--- src/rtl/vga_timing_ctrl.sv ---
// VGA raster timing generator: pixel clock-enable, h/v counters, sync pulses, active window
// and line/frame strobes. A run/drain/idle FSM only starts or stops scanning on frame boundaries.
module vga_timing_ctrl #(
    parameter int CLK_DIV  = 4,
    parameter int H_ACTIVE = 640,
    parameter int H_FP     = 16,
    parameter int H_SYNC   = 96,
    parameter int H_BP     = 48,
    parameter int V_ACTIVE = 480,
    parameter int V_FP     = 10,
    parameter int V_SYNC   = 2,
    parameter int V_BP     = 33,
    parameter bit HS_POL   = 1'b0,
    parameter bit VS_POL   = 1'b0
) (
    input  logic       clk_in,
    input  logic       rst,
    input  logic       enable,
    output logic       pix_ce,
    output logic [9:0] h_count,
    output logic [9:0] v_count,
    output logic       hsync,
    output logic       vsync,
    output logic       video_on,
    output logic       line_start,
    output logic       frame_start,
    output logic       busy
);

    localparam int H_TOTAL = H_ACTIVE + H_FP + H_SYNC + H_BP;
    localparam int V_TOTAL = V_ACTIVE + V_FP + V_SYNC + V_BP;
    localparam int DIV_W   = (CLK_DIV > 1) ? $clog2(CLK_DIV) : 1;

    localparam logic [DIV_W-1:0] DIV_LAST = DIV_W'(CLK_DIV - 1);
    localparam logic [9:0] H_LAST   = 10'(H_TOTAL - 1);
    localparam logic [9:0] V_LAST   = 10'(V_TOTAL - 1);
    localparam logic [9:0] H_ACT    = 10'(H_ACTIVE);
    localparam logic [9:0] V_ACT    = 10'(V_ACTIVE);
    localparam logic [9:0] HS_START = 10'(H_ACTIVE + H_FP);
    localparam logic [9:0] HS_END   = 10'(H_ACTIVE + H_FP + H_SYNC - 1);
    localparam logic [9:0] VS_START = 10'(V_ACTIVE + V_FP);
    localparam logic [9:0] VS_END   = 10'(V_ACTIVE + V_FP + V_SYNC - 1);

    typedef enum logic [1:0] {
        IDLE  = 2'd0,
        RUN   = 2'd1,
        DRAIN = 2'd2
    } state_t;

    state_t           state_q, state_d;
    logic [DIV_W-1:0] div_q, div_d;
    logic [9:0]       h_q, h_d;
    logic [9:0]       v_q, v_d;
    logic             hsync_q, hsync_d;
    logic             vsync_q, vsync_d;
    logic             video_q, video_d;
    logic             line_start_q, line_start_d;
    logic             frame_start_q, frame_start_d;
    logic             active;
    logic             frame_end;

    assign active    = (state_q != IDLE);
    assign pix_ce    = active && (div_q == DIV_LAST);
    assign frame_end = pix_ce && (h_q == H_LAST) && (v_q == V_LAST);

    // Enable has priority over the drain exit, so a request on the last edge keeps scanning.
    always_comb begin
        state_d = state_q;
        case (state_q)
            IDLE:    if (enable) state_d = RUN;
            RUN:     if (!enable) state_d = DRAIN;
            DRAIN: begin
                if (enable)         state_d = RUN;
                else if (frame_end) state_d = IDLE;
            end
            default: state_d = IDLE;
        endcase
    end

    always_comb begin
        div_d = '0;
        h_d   = '0;
        v_d   = '0;
        if (active) begin
            div_d = (div_q == DIV_LAST) ? '0 : div_q + DIV_W'(1);
            h_d   = h_q;
            v_d   = v_q;
            if (pix_ce) begin
                if (h_q == H_LAST) begin
                    h_d = '0;
                    v_d = (v_q == V_LAST) ? '0 : v_q + 10'd1;
                end else begin
                    h_d = h_q + 10'd1;
                end
            end
        end
    end

    // Decoded from the next counter values so they line up with h_count/v_count.
    always_comb begin
        hsync_d       = ~HS_POL;
        vsync_d       = ~VS_POL;
        video_d       = 1'b0;
        line_start_d  = 1'b0;
        frame_start_d = 1'b0;
        if (state_d != IDLE) begin
            hsync_d       = (h_d >= HS_START && h_d <= HS_END) ? HS_POL : ~HS_POL;
            vsync_d       = (v_d >= VS_START && v_d <= VS_END) ? VS_POL : ~VS_POL;
            video_d       = (h_d < H_ACT) && (v_d < V_ACT);
            line_start_d  = (h_d == 10'd0) && (pix_ce || !active);
            frame_start_d = line_start_d && (v_d == 10'd0);
        end
    end

    always_ff @(posedge clk_in or posedge rst) begin
        if (rst) begin
            state_q       <= IDLE;
            div_q         <= '0;
            h_q           <= '0;
            v_q           <= '0;
            hsync_q       <= ~HS_POL;
            vsync_q       <= ~VS_POL;
            video_q       <= 1'b0;
            line_start_q  <= 1'b0;
            frame_start_q <= 1'b0;
        end else begin
            state_q       <= state_d;
            div_q         <= div_d;
            h_q           <= h_d;
            v_q           <= v_d;
            hsync_q       <= hsync_d;
            vsync_q       <= vsync_d;
            video_q       <= video_d;
            line_start_q  <= line_start_d;
            frame_start_q <= frame_start_d;
        end
    end

    assign h_count     = h_q;
    assign v_count     = v_q;
    assign hsync       = hsync_q;
    assign vsync       = vsync_q;
    assign video_on    = video_q;
    assign line_start  = line_start_q;
    assign frame_start = frame_start_q;
    assign busy        = active;

endmodule

--- config.mk ---
export PLATFORM = sky130hd
export DESIGN_NAME = vga_timing_ctrl
export DESIGN_NICKNAME = d
export VERILOG_FILES = /design/src/rtl/vga_timing_ctrl.sv
export SDC_FILE = /design/constraint.sdc
export NUM_CORES = 1
export LEC_CHECK = 0
export ABC_AREA = 1
export CAP_MARGIN = 20
export CORE_ASPECT_RATIO = 1.4
export CORE_MARGIN = 2
export CORE_UTILIZATION = 55
export CTS_BUF_LIST = sky130_fd_sc_hd__clkbuf_4 sky130_fd_sc_hd__clkbuf_8
export CTS_CLUSTER_DIAMETER = 100
export CTS_CLUSTER_SIZE = 14
export DETAILED_ROUTE_END_ITERATION = 10
export PLACE_DENSITY = 0.89
export SETUP_SLACK_MARGIN = 0.5
export SLEW_MARGIN = 20
export SYNTH_ARGS = -nofsm -noshare
export SYNTH_HDL_FRONTEND = slang
export SYNTH_SLANG_ARGS = --single-unit
--- constraint.sdc ---
create_clock -name clk_in -period 2.4 [get_ports clk_in]
set_input_delay 0.48 -clock clk_in [delete_from_list [all_inputs] [get_ports clk_in]]
set_output_delay 0.48 -clock clk_in [all_outputs]
set_load 0.1 [all_outputs]
; Word level (Yosys, flattened, before mapping)
; Index checks and enable logic that the tools add are counted.
[totals]
ff_bits = 29
in_bits = 3
out_inout_bits = 27
[op_classes]
addsub = 3
n_lt_le_gt_ge = 6
eq_ne = 5
muxes = 21
n_reduce_logical = 15
[op_table]
columns = op, n
row1 = 10-bit two-way mux, 7
row2 = 10-bit by 1-bit adder with 10-bit output (second input constant), 2
row3 = 10-bit == test (second input constant), 2
row4 = 10-bit logical NOT, 2
row5 = 2-bit two-way mux, 6
row6 = 10-bit greater-or-equal comparator (second input constant), 1
row7 = 10-bit by 9-bit greater-or-equal comparator with 1-bit output (second input constant), 1
row8 = 10-bit less-or-equal comparator (second input constant), 1
row9 = 10-bit by 9-bit less-or-equal comparator with 1-bit output (second input constant), 1
row10 = 10-bit less-than comparator (second input constant), 1
row11 = 10-bit by 9-bit less-than comparator with 1-bit output (second input constant), 1
row12 = 1-bit logical AND, 8
row13 = 1-bit two-way mux, 7
row14 = 2-bit case mux with 3 select lines, 1
row15 = 2-bit == test (second input constant), 2
row16 = 2-bit nonzero test, 2
row17 = 2-bit by 1-bit adder with 2-bit output (second input constant), 1
row18 = 2-bit by 1-bit == test with 1-bit output (second input constant), 1
row19 = 2-bit logical NOT, 1
row20 = 1-bit logical NOT, 1
row21 = 1-bit logical OR, 1

; Longest topological paths before layout
[logic_depth]
depth_word = 9
mapped_depth = 14
depth_no_buf = 14

; Least setup slack after synthesis
; No wires, ideal clock.
[synth_path]
path_type = register to register
start = register h_q[0] (netlist: h_count[0])
end = register video_q (netlist: video_on)
setup_ns = 0.120
arrival_ns = 2.360
t_required_ns = 2.280
path_slack_ns = -0.080
stages_incl_launch_ff = 13
period_less_slack_ns = 2.480
cell_sequence = dfrtp_1 > ha_1 > nand2_1 > nor2_4 > nand2_4 > nor2_8 > nand3_1 > nand2_1 > nand3_2 > nor2_1 > nand2_1 > nor2_1 > nor2_1
[synth_between]
elab_chain_cells = 8
[synth_lines]
columns = element, line_no
row1 = start: declaration, 52  ; logic [9:0] h_q, h_d;
row2 = start signal: assignment, 119  ; h_q <= '0;
row3 = start signal: assignment, 129  ; h_q <= h_d;
row4 = "parallel branches: the longest is 7 deep, another holds 10-bit by 1-bit adder with 10-bit output", --
row5 = 1-bit two-way mux (*), 106  ; if (state_d != IDLE) begin
row6 = named net video_d, 56  ; logic video_q, video_d;
row7 = end signal: assignment, 133  ; video_q <= video_d;
row8 = end: declaration, 56
; Mark *: on every way through the listed nets, which the timed path passes.

; Worst setup path in the final report
; Ends and elaborated chain as after synthesis.

==> flow_summary.toml <==
[run_status]
status = "finished clean"

[clock_tree]
htreeDepth = 2
insertion_delay_ns = 0.29
clkTransAtPathRegs_ns = 0.06
cts_tree = "yes"
cts_max_path_buffers = 2
ctsHoldBuffers = 0
cts_buffers = 5
clockRootBuffer = "clkbuf_8"
cts_sinks = 29

[synth]
netlist_area_um2 = 1840
ys_top_cells_by_count = "nand2_1, inv_1, nor2_1, nand3_1, dfrtp_1"
synth.distinct_cells = 22
synth_edf_count = 0
yosys.area.top_type = "dfrtp_1"
synth-seq-cells = 29
synth.most_common_cell = "nand2_1"
synth_cells = 255
synth.area.top_cells = "dfrtp_1, nand2_1, inv_1, nand3_1, nor2_1"
synth_top_area_frac = 0.368
synthArstFlopShare = 1.00
synth_fp_nets = 262
syn_area_per_cell_um2 = 7.20
seq_area_frac_synth = 0.396
ys.flop_type = "dfrtp_1"
yosys_warnings = 0

[sta]
tightestPinTransition_ns = 0.376
hold_viol_final = 0
rsz0062_at_grt = "yes"
timing.fmax_mhz = 529
report.final.setup_viol = 0
period_share = 0.788
min_period_ns = 1.89
setup_tns_ns = 0
skew_ns = 0.00421
slew_headroom = 0.749
slew_viol_final = 0
whs_ns = 0.437

[hold_path]
worstHoldPathCells = 1
hold_path_startpoint = "div_q[0]"
min_path_type = "register to register"
min_to = "div_q[0]"

[route]
antenna_left = 0
firstDrtPassIters = 4
drt-total-wl_um = 4770
drt_iter0_drc = 113
vias_per_cell = 5.46
remaining_drc_errors = 0
routed-via-count = 1878
wl_per_cell_um = 13.9

[power_and_ir_drop]
finalPower_mw = 1.35
vdd_drop_max_uv = 544
power_leakage_nw = 1.33
powerDensity_nw_per_um2 = 545

[worst_setup_path]
critPathTopFamily = "simple AND/OR/NAND/NOR gates"
slowest_delay_ns = 0.50
crit_fanout = 9
critPathKind = "register to register"
worstPathCellList = "ha_4 > nand2_2 > nor2_4 > nand2_4 > nor2_8 > nand2_2 > nand2_4 > inv_4 > nand3_2 > nor2_1 > nand2_1 > nor2_2 > nor2_1"
required_ns = 2.58
worstReg2RegEnd = "video_on"
critical_path.slowest_cell = "dfrtp_4"
reg2reg_slack_ns = 0.51
rr_worst_depth = 13
r2r-start = "h_count[0]"
path_buf_inv = 1
endpoint_kind = "register"
crit_arrival_ns = 2.07
start_kind = "register"

[run]
maxCapViolCount = 0

[die]
die-area_um2 = 3820
die_w_um = 52.8
die_h_um = 72.4
ios = 30
start_util = 0.583
rows = 24
core_region_area_um2 = 3150

[final_layout]
diodes = 0
drive_gt1_frac = 0.390
multiInputGateArea_um2 = 1040
fillers = 209
nets = 311
area_growth_syn_to_layout_pct = 35.3
regArea_um2 = 764
post-route-util = 0.788

[global_route]
grt_overflow = 0
grt_pass1_wl_um = 7620
grt_max_degree = 30
grt_pass1_vias = 1767
groute.usage.overall = 0.271
antenna_found_initial = 0

[placement]
hpwl_um = 3290
port_buffers = 29
gp_congestion = 0.883
[how the worst max path moves through the flow]
stage,start,endpoint,slack [ns],depth (start not counted)
2_1_floorplan,h_count[0],frame_start,0.45,13
3_5_place_dp,div_q[0],frame_start,0.49,13
4_1_cts,div_q[0],frame_start,0.51,13
5_1_grt,h_count[0],video_on,0.42,12
3_3_place_gp,div_q[0],frame_start,0.55,13
6_report,h_count[0],video_on,0.51,13
[where the power goes]
group          internal (mW)  switching (mW)  leakage, nW
Sequential             0.523          0.0215        0.352
Clock                  0.259           0.193       0.0542
Combinational         0.0945           0.263        0.924
Total                  0.876           0.478         1.33
[per-layer routing]
layer | vias up | routed length [µm] | GRT usage
li1 | 898 | - | -
met1 | 874 | 1820 | 0.314
met2 | 86 | 2460 | 0.442
met3 | 20 | 276 | 0.0597
met4 | 0 | 204 | 0.177
met5 | - | 0 | 0
[cells by family (layout without fill, tap and decap cells)]
logic type	after synthesis	count (layout)	share of synthesized area
adder cells (fa/ha/maj)	4	4	0.0272
buffers and inverters	49	99	0.100
AND/OR/NAND/NOR	157	157	0.424
flip-flops	29	29	0.396
XOR/XNOR	2	2	0.00954
AO/OA/AOI/OAI	14	14	0.0429
[stage by stage]
stage | setup slack [ns] | instances | area [µm²]
3_5_place_dp | 0.489 | 325 | 2200
3_3_place_gp | 0.550 | 325 | 2200
2_1_floorplan | 0.445 | 255 | 1900
4_1_cts | 0.507 | 336 | 2340
6_report | 0.508 | 344 | 2480
5_1_grt | 0.417 | 344 | 2480
[repair_timing]
action / 4_1_cts / 5_1_grt
gates resized for setup: 1 / 26
endpoints found under the hold margin: 0 / 0
endpoints found under the setup margin: 2 / 5
pin swaps: 3 / 12
buffers inserted: 3 / 8
[cells in the final DEF (no fill, tap or decap), drive strengths merged]
cell,count
nor2,45
a21oi,5
inv,49
clkinv,1
o21ai,7
nor3,1
o21bai,2
clkdlybuf4s50,2
clkbuf,7
nand4,12
buf,40
nand2,63
xor2,2
ha,4
dfstp,2
nand3,36
dfrtp,27
[final cells by class]
| class | instances | area share |
|---|---|---|
| clock buffers | 7 | 0.0388 |
| clock inverters | 1 | 0.00201 |
| inverters | 49 | 0.0760 |
| multi-input cells | 177 | 0.417 |
| flip-flops and latches | 29 | 0.308 |
| well taps | 39 | 0.0196 |
| repair buffers | 42 | 0.139 |
[registers in the layout, indices dropped and copies added, names as in the netlist]
signal	count
div_q	2
frame_start	1
h_count	10
hsync	1
line_start	1
state_q	2
v_count	10
video_on	1
vsync	1
(Power assumes the default switching activity.)
